`src/rtl/vga_draw_pkg.sv`:
```
// Shared screen geometry, field widths and encodings for the VGA drawing engines.
package vga_draw_pkg;

    localparam int unsigned SCREEN_W = 160;
    localparam int unsigned SCREEN_H = 120;
    localparam int unsigned XW       = 8;
    localparam int unsigned YW       = 7;
    localparam int unsigned CW       = 3;

    typedef enum logic [1:0] {
        StIdle   = 2'd0,
        StDraw   = 2'd1,
        StFinish = 2'd2
    } draw_state_e;

    localparam logic TGT_0 = 1'b0;
    localparam logic TGT_1 = 1'b1;

endpackage

```
`src/rtl/rect_scan_counter.sv`:
```
// Row-major column/row scan counter over a w x h rectangle with a last-pixel flag.
module rect_scan_counter
    import vga_draw_pkg::*;
(
    input  logic          clk,
    input  logic          rst,
    input  logic          load,
    input  logic          en,
    input  logic [XW-1:0] w,
    input  logic [YW-1:0] h,
    output logic [XW-1:0] i,
    output logic [YW-1:0] j,
    output logic          last
);

    logic [XW-1:0] i_q, i_d;
    logic [YW-1:0] j_q, j_d;
    logic          col_end;
    logic          row_end;

    assign col_end = (i_q == w - XW'(1));
    assign row_end = (j_q == h - YW'(1));

    always_comb begin
        i_d = i_q;
        j_d = j_q;
        if (load) begin
            i_d = '0;
            j_d = '0;
        end else if (en) begin
            if (col_end) begin
                i_d = '0;
                j_d = row_end ? '0 : j_q + YW'(1);
            end else begin
                i_d = i_q + XW'(1);
            end
        end
    end

    always_ff @(posedge clk or posedge rst) begin
        if (rst) begin
            i_q <= '0;
            j_q <= '0;
        end else begin
            i_q <= i_d;
            j_q <= j_d;
        end
    end

    assign i    = i_q;
    assign j    = j_q;
    assign last = col_end && row_end;

endmodule

```
`src/rtl/vga_rect_filler.sv`:
```
// Rectangle fill engine: one clipped pixel write per clock, row-major, to either adapter.
module vga_rect_filler
    import vga_draw_pkg::*;
(
    input  logic          CLOCK_50,
    input  logic          reset,
    input  logic          start,
    input  logic          abort,
    input  logic          sel,
    input  logic [XW-1:0] x_in,
    input  logic [YW-1:0] y_in,
    input  logic [XW-1:0] w_in,
    input  logic [YW-1:0] h_in,
    input  logic [CW-1:0] colour_in,
    output logic [XW-1:0] x,
    output logic [YW-1:0] y,
    output logic [CW-1:0] colour,
    output logic          plot_0,
    output logic          plot_1,
    output logic          busy,
    output logic          done
);

    draw_state_e   state_q, state_d;

    logic [XW-1:0] x0_q, w_q;
    logic [YW-1:0] y0_q, h_q;
    logic [CW-1:0] fill_q;
    logic          sel_q;

    logic [XW-1:0] x_q;
    logic [YW-1:0] y_q;
    logic [CW-1:0] colour_q;
    logic          plot_0_q, plot_1_q, busy_q, done_q;

    logic [XW-1:0] col;
    logic [YW-1:0] row;
    logic          last;
    logic          load;
    logic [XW:0]   x_sum;
    logic [YW:0]   y_sum;
    logic          pixel_ok;

    assign load = (state_q == StIdle) && start;

    rect_scan_counter u_scan (
        .clk  (CLOCK_50),
        .rst  (reset),
        .load (load),
        .en   (state_q == StDraw),
        .w    (w_q),
        .h    (h_q),
        .i    (col),
        .j    (row),
        .last (last)
    );

    // One extra bit so a sum past the coordinate range is clipped rather than wrapped.
    assign x_sum    = {1'b0, x0_q} + {1'b0, col};
    assign y_sum    = {1'b0, y0_q} + {1'b0, row};
    assign pixel_ok = (32'(x_sum) < SCREEN_W) && (32'(y_sum) < SCREEN_H);

    always_comb begin
        state_d = state_q;
        unique case (state_q)
            StIdle: begin
                if (start) begin
                    state_d = (w_in == '0 || h_in == '0) ? StFinish : StDraw;
                end
            end
            StDraw: begin
                if (last || abort) begin
                    state_d = StFinish;
                end
            end
            StFinish: state_d = StIdle;
            default:  state_d = StIdle;
        endcase
    end

    always_ff @(posedge CLOCK_50 or posedge reset) begin
        if (reset) begin
            state_q <= StIdle;
            x0_q    <= '0;
            y0_q    <= '0;
            w_q     <= '0;
            h_q     <= '0;
            fill_q  <= '0;
            sel_q   <= TGT_0;
        end else begin
            state_q <= state_d;
            if (load) begin
                x0_q   <= x_in;
                y0_q   <= y_in;
                w_q    <= w_in;
                h_q    <= h_in;
                fill_q <= colour_in;
                sel_q  <= sel;
            end
        end
    end

    // Status and pixel outputs trail the state by one cycle so done follows the last pixel.
    always_ff @(posedge CLOCK_50 or posedge reset) begin
        if (reset) begin
            x_q      <= '0;
            y_q      <= '0;
            colour_q <= '0;
            plot_0_q <= 1'b0;
            plot_1_q <= 1'b0;
            busy_q   <= 1'b0;
            done_q   <= 1'b0;
        end else begin
            busy_q <= (state_q != StIdle);
            done_q <= (state_q == StFinish);
            if (state_q == StDraw) begin
                x_q      <= x_sum[XW-1:0];
                y_q      <= y_sum[YW-1:0];
                colour_q <= fill_q;
                plot_0_q <= pixel_ok && (sel_q == TGT_0);
                plot_1_q <= pixel_ok && (sel_q == TGT_1);
            end else begin
                plot_0_q <= 1'b0;
                plot_1_q <= 1'b0;
            end
        end
    end

    assign x      = x_q;
    assign y      = y_q;
    assign colour = colour_q;
    assign plot_0 = plot_0_q;
    assign plot_1 = plot_1_q;
    assign busy   = busy_q;
    assign done   = done_q;

endmodule
```
`config.mk`:
```
export PLATFORM = sky130hd
export DESIGN_NAME = vga_rect_filler
export DESIGN_NICKNAME = d
export VERILOG_FILES = /design/src/rtl/vga_draw_pkg.sv /design/src/rtl/rect_scan_counter.sv /design/src/rtl/vga_rect_filler.sv
export SDC_FILE = /design/constraint.sdc
export NUM_CORES = 1
export LEC_CHECK = 0
export CAP_MARGIN = 15
export CELL_PAD_IN_SITES_DETAIL_PLACEMENT = 1
export CELL_PAD_IN_SITES_GLOBAL_PLACEMENT = 1
export CORE_MARGIN = 2
export CORE_UTILIZATION = 37
export CTS_BUF_LIST = sky130_fd_sc_hd__clkbuf_4 sky130_fd_sc_hd__clkbuf_8 sky130_fd_sc_hd__clkbuf_16
export CTS_CLUSTER_DIAMETER = 150
export CTS_CLUSTER_SIZE = 25
export DETAILED_ROUTE_END_ITERATION = 16
export GPL_TIMING_DRIVEN = 0
export PLACE_DENSITY = 0.82
export SYNTH_ARGS = -nofsm -noshare
export SYNTH_HDL_FRONTEND = slang
export SYNTH_SLANG_ARGS = --single-unit
```
`constraint.sdc`:
```
create_clock -name CLOCK_50 -period 2.6 [get_ports CLOCK_50]
set_clock_uncertainty 0.15 [all_clocks]
set_input_delay 0.39 -clock CLOCK_50 [delete_from_list [all_inputs] [get_ports CLOCK_50]]
set_output_delay 0.39 -clock CLOCK_50 [all_outputs]
set_load 0.01 [all_outputs]
```
# ---- Word level (Yosys, flattened, before mapping)
# Index checks and enable logic that the tools add are counted.
dict set report totals {
  output_inout_bits 22
  regBits 73
  in_bits 38
}
dict set report classes {
  n_bitwise 1
  mux 13
  n_eq_ne 6
  order_cmp 2
  add_sub_neg 6
  n_reduce_logical 15
}
# op n
set op_table {}
lappend op_table {{$mux 7} 4}
lappend op_table {{$mux 8} 3}
lappend op_table {{$add 8x8->9} 1}
lappend op_table {{$lt 9x8->1 const B} 1}
lappend op_table {{$add 7x7->8} 1}
lappend op_table {{$add 8x1->8 const B} 1}
lappend op_table {{$eq 8x8->1} 1}
lappend op_table {{$logic_not 8->1} 1}
lappend op_table {{$lt 8x7->1 const B} 1}
lappend op_table {{$sub 8x1->8 const B} 1}
lappend op_table {{$add 7x1->7 const B} 1}
lappend op_table {{$eq 7x7->1} 1}
lappend op_table {{$logic_not 7->1} 1}
lappend op_table {{$sub 7x1->7 const B} 1}
lappend op_table {{$mux 2} 3}
lappend op_table {{$reduce_bool 2->1} 3}
lappend op_table {{$logic_and 1x1->1} 5}
lappend op_table {{$ne 2x2->1 const B} 2}
lappend op_table {{$pmux 2 s2} 1}
lappend op_table {{$reduce_and 2->1} 2}
lappend op_table {{$eq 2x1->1 const B} 1}
lappend op_table {{$eq 2x2->1 const B} 1}
lappend op_table {{$logic_not 2->1} 1}
lappend op_table {{$logic_or 1x1->1} 2}
lappend op_table {{2 further kinds} 3}

# ---- Logic depth before layout (Yosys ltp)
dict set report logic_depth {
  ltp_word 6
  ltp_mapped 10
  depth_no_buf 9
}

# ---- Hierarchy
# A second synthesis with hierarchy kept.
dict set report unflattened {
  cells_unflattened 402
  hier_area_um2 4191.5
}
# mod cells_each seq_area_each_um2 instances area_per_inst_um2
set by_module_without_submodules {}
lappend by_module_without_submodules {vga_rect_filler 259 1451.4 1 2957.8}
lappend by_module_without_submodules {rect_scan_counter 143 375.4 1 1233.7}

# ---- Worst setup path before layout
# Ideal clock, no wire load.
dict set report synth_timing {
  path_type {register to register}
  start {register w_q[0]}
  end {register u_scan.j_q[0] (netlist: u_scan.j[0])}
  setup_slack_ns 0.084
  setup_time_ns 0.078
  arrival_time_ns 2.289
  stages_incl_launch_ff 11
  path_buffers 2
  period_less_slack_ns 2.516
  cell_sequence {dfrtp_1 > inv_1 > ha_1 > clkbuf_2 > nand2b_1 > a21oi_1 > or4_4 > a211o_1 > buf_4 > nor4_4 > o2bb2ai_1}
}
dict set report synth_via {
  elab_chain_cells 4
}
# item line
set synth_rtl {}
lappend synth_rtl {{start: declaration} vga_rect_filler.sv:26} ;# logic [XW-1:0] x0_q, w_q;
lappend synth_rtl {{start signal: assignment} vga_rect_filler.sv:95} ;# w_q <= w_in;
lappend synth_rtl {{$sub 8x1->8} rect_scan_counter.sv:21} ;# assign col_end = (i_q == w - XW'(1));
lappend synth_rtl {{$eq 8x8->1} rect_scan_counter.sv:21}
lappend synth_rtl {{$reduce_bool 2->1 (no source line)} -}
lappend synth_rtl {{$reduce_and 2->1 (no source line)} -}
lappend synth_rtl {{end signal: assignment} rect_scan_counter.sv:46} ;# j_q <= j_d;
lappend synth_rtl {{end: declaration} rect_scan_counter.sv:17} ;# logic [YW-1:0] j_q, j_d;
# Every way passes these cells.
# A chain may end at the register's enable or synchronous reset.

# ---- Worst setup path after layout
dict set report layout_timing {
  start {register u_scan.i_q[0] (netlist: u_scan.i[0])}
  end {register plot_0_q (netlist: plot_0)}
}
dict set report layout_via {
  elab_chain_cells 5
}
# item line
set layout_rtl {}
lappend layout_rtl {{start: declaration} rect_scan_counter.sv:16} ;# logic [XW-1:0] i_q, i_d;
lappend layout_rtl {{start signal: assignment} rect_scan_counter.sv:45} ;# i_q <= i_d;
lappend layout_rtl {{$add 8x8->9} vga_rect_filler.sv:59} ;# assign x_sum = {1'b0, x0_q} + {1'b0, col};
lappend layout_rtl {{$lt 9x8->1} vga_rect_filler.sv:61} ;# assign pixel_ok = (32'(x_sum) < SCREEN_W) && (32'(y_sum) < SCREEN_H);
lappend layout_rtl {{$logic_and 1x1->1} vga_rect_filler.sv:61}
lappend layout_rtl {{$logic_and 1x1->1} vga_rect_filler.sv:120} ;# plot_0_q <= pixel_ok && (sel_q == TGT_0);
lappend layout_rtl {{$mux 1} vga_rect_filler.sv:116} ;# if (state_q == StDraw) begin
lappend layout_rtl {{end signal: assignment} vga_rect_filler.sv:120}
lappend layout_rtl {{end: declaration} vga_rect_filler.sv:34} ;# logic plot_0_q, plot_1_q, busy_q, done_q;
# Every way passes these cells.

==> results_dict.tcl <==
set metrics [dict create \
    period_needed_ns 2.54 \
    start_kind "flip-flop" \
    synth_top_cell_area_share 0.443 \
    syn_area_per_cell_um2 8.95 \
    grt_max_degree 74 \
    synth-simple-area-share 0.235 \
    ant_nets 0 \
    fin_ws_ns 0.0601 \
    grtUsageTotal 0.215 \
    cts_buffer_depth 2 \
    grt_pass1_wl_mm 19.6 \
    cts_made_buffers 9 \
    mostFrequentLayoutCells "140 x nand2_1, 69 x dfrtp_1, 59 x clkdlybuf4s50_1" \
    num_io_pins 60 \
    ys_warn_count 0 \
    finalSetupTns_ns 0 \
    crit_required_ns 2.71 \
    dieArea_um2 12000 \
    antennaDiodeCount 0 \
    drv_slew 0 \
    vdd_ir_drop_max_v 0.000376 \
    avgViaCountPerCell 5.39 \
    cp_slowest_cell "dfrtp_2" \
    io_buffers 59 \
    ys_ff_latch 73 \
    hold_viol_final 0 \
    antenna_found_initial 0 \
    outcome "completed" \
    maxCapViolations 0 \
    synth.distinct_cells 59 \
    die_x_um 110 \
    fmax_mhz 394 \
    grt_overflow 0 \
    hold_class "in2async" \
    fin_crit_sh 0.977 \
    htreeDepth 3 \
    synthArstFlopShare 1.00 \
    synth_area_leaders "dfrtp_1 44%, nand2_1 13%, ha_1 5.8%" \
    layout_commonest_cell "nand2_1" \
    core_um2 10800 \
    post-place-ws_ns -0.244 \
    crit_fanout 6 \
    fillers 1314 \
    arrival_ns 2.65 \
    tritoncts "built" \
    die_h_um 110 \
    finalSetupViolCount 0 \
    ys_seq_area_frac 0.443 \
    path_class "reg2reg" \
    grt_pass1_vias 4022 \
    synth_mux_area_frac 0.00485 \
    synth_edf_count 0 \
    hold_buffers 0 \
    tightest_slew_ns 0.694 \
    path_cells "ha_2, inv_1, fa_1, nor2b_2, o31a_1, o21a_1, o32a_1, a32oi_2, nor4_2" \
    multi_input_area_um2 2290 \
    routabilityCongestion 0.876 \
    synth_xor_area_frac 0.0591 \
    cts.sinks 73 \
    synthAdderAreaFrac 0.0673 \
    worstSkewPairLatency_ns 0.37 \
    synth_cells 461 \
    syn_nets 520 \
    p_leak_nw 2.42 \
    layout-drive-gt1-share 0.119 \
    seq_area_um2 1830 \
    num-nets-final 602 \
    synthFlopType "dfrtp_1" \
    max_slew_margin 0.537 \
    placementRows 38 \
    synth_top_family_by_area "simple AND/OR/NAND/NOR gates" \
    post-route-util 0.491 \
    rsz0062_at_grt "true" \
    drcViolationCount 0 \
    powerDensity_nw_per_um2 1080 \
    wire_per_inst_um 17.6 \
    routed_wl_mm 12.1 \
    cts-root-buf "clkbuf_8" \
    hpwl_mm 8.69 \
    max_stage_delay_ns 0.43 \
    synth_top_area_cell "dfrtp_1" \
    end_kind "flip-flop" \
    first_iter_violations 131 \
    path_clk_slew_ns 0.08 \
    syn_area_um2 4130 \
    initial_utilization 0.381 \
    vias 3696 \
    area_growth_pct 29.0 \
    synth_compound_area_frac 0.162 \
    drt_pass1_iterations 4 \
]
worst paths after layout:
check	startpoint	to	slack (ns)	cells after the start
max	u_scan.i[0]	plot_0	0.06	9
min	reset	u_scan.j[3]	0.30	3
max reg2reg	u_scan.i[0]	plot_0	0.06	9
min reg2reg	fill_q[0]	colour[0]	0.32	2
max in group asynchronous	reset	u_scan.i[0]	1.67	3
min in group CLOCK_50	fill_q[0]	colour[0]	0.32	2
flip-flops by register name, summed over array words and instances (netlist names), 2 cells and up:
signal / flops
u_scan.j: 7
colour: 3
x: 8
y0_q: 7
h_q: 7
u_scan.i: 8
state_q: 2
x0_q: 8
fill_q: 3
y: 7
w_q: 8
area by class of cell:
cell class,count,share of cell area
multi-input cells,357,0.430
flip-flops and latches,73,0.344
repair buffers,71,0.135
well taps,140,0.0329
clock buffers,14,0.0327
plain buffers,20,0.0172
inverters,11,0.00823
worst max-delay path, delay by kind of cell, from the launching register on:
kind	cells	cell delay, ns
and+or+nand+nor	2	0.49
AOI/OAI and AO/OA	4	0.68
DFF	1	0.43
buffers and inverters	1	0.06
adders and majority gates	2	0.63
per-layer routing:
| metal | up-vias | wire length (um) | global-route usage |
|---|---|---|---|
| met2 | 51 | 6500 | 0.393 |
| li1 | 1741 | - | - |
| met5 | - | 0 | 0 |
| met3 | 13 | 345 | 0.0522 |
| met1 | 1891 | 5030 | 0.247 |
| met4 | 0 | 198 | 0.0615 |
Yosys cell counts (3+ instances only):
cell / number
a211oi_1: 7
a21o_1: 12
a21oi_1: 10
clkbuf_1: 16
dfrtp_1: 73
ha_1: 19
inv_1: 11
nand2_1: 141
nand2b_1: 8
nand3_1: 10
nand3b_1: 5
nor2_1: 15
nor2b_1: 3
nor3_1: 7
nor4_1: 5
o21a_1: 4
o21ai_0: 27
o21bai_1: 5
o22ai_1: 4
or2_2: 3
xnor2_1: 15
xor2_1: 11
logic make-up (layout without fill, tap and decap cells):
group           count (synthesis)  count (layout)
simple gates                  212             212
buf+inv                        31             116
mux                             2               2
compound gates                 95              95
fa+ha+maj                      21              21
xor+xnor                       27              27
flops                          73              73
through the flow:
| step | cell area, um2 | power, mW | std cells | hold slack, ns |
|---|---|---|---|---|
| floorplan | 4130 | 3.64 | 461 | 0.276 |
| global placement | 4890 | 4.48 | 660 | 0.294 |
| detailed placement | 4920 | 4.67 | 661 | 0.310 |
| CTS | 5170 | 5.60 | 682 | 0.309 |
| global route | 5320 | 6.19 | 686 | 0.323 |
| finish | 5320 | 5.74 | 686 | 0.298 |
report_power, final:
part,internal (mW),leakage (nW),switching [mW],total [mW]
sequential,1.59,0.927,0.420,2.01
combinational,1.27,1.40,1.62,2.89
clock,0.421,0.0929,0.416,0.838
what timing repair did:
item                       in CTS  in global routing
gates resized for setup         8                 25
setup buffers                   7                  4
cloned                          0                  0
setup endpoints to repair      14                 19
pin swaps                       4                  8
No activity file was read; power rests on OpenSTA's default activity.
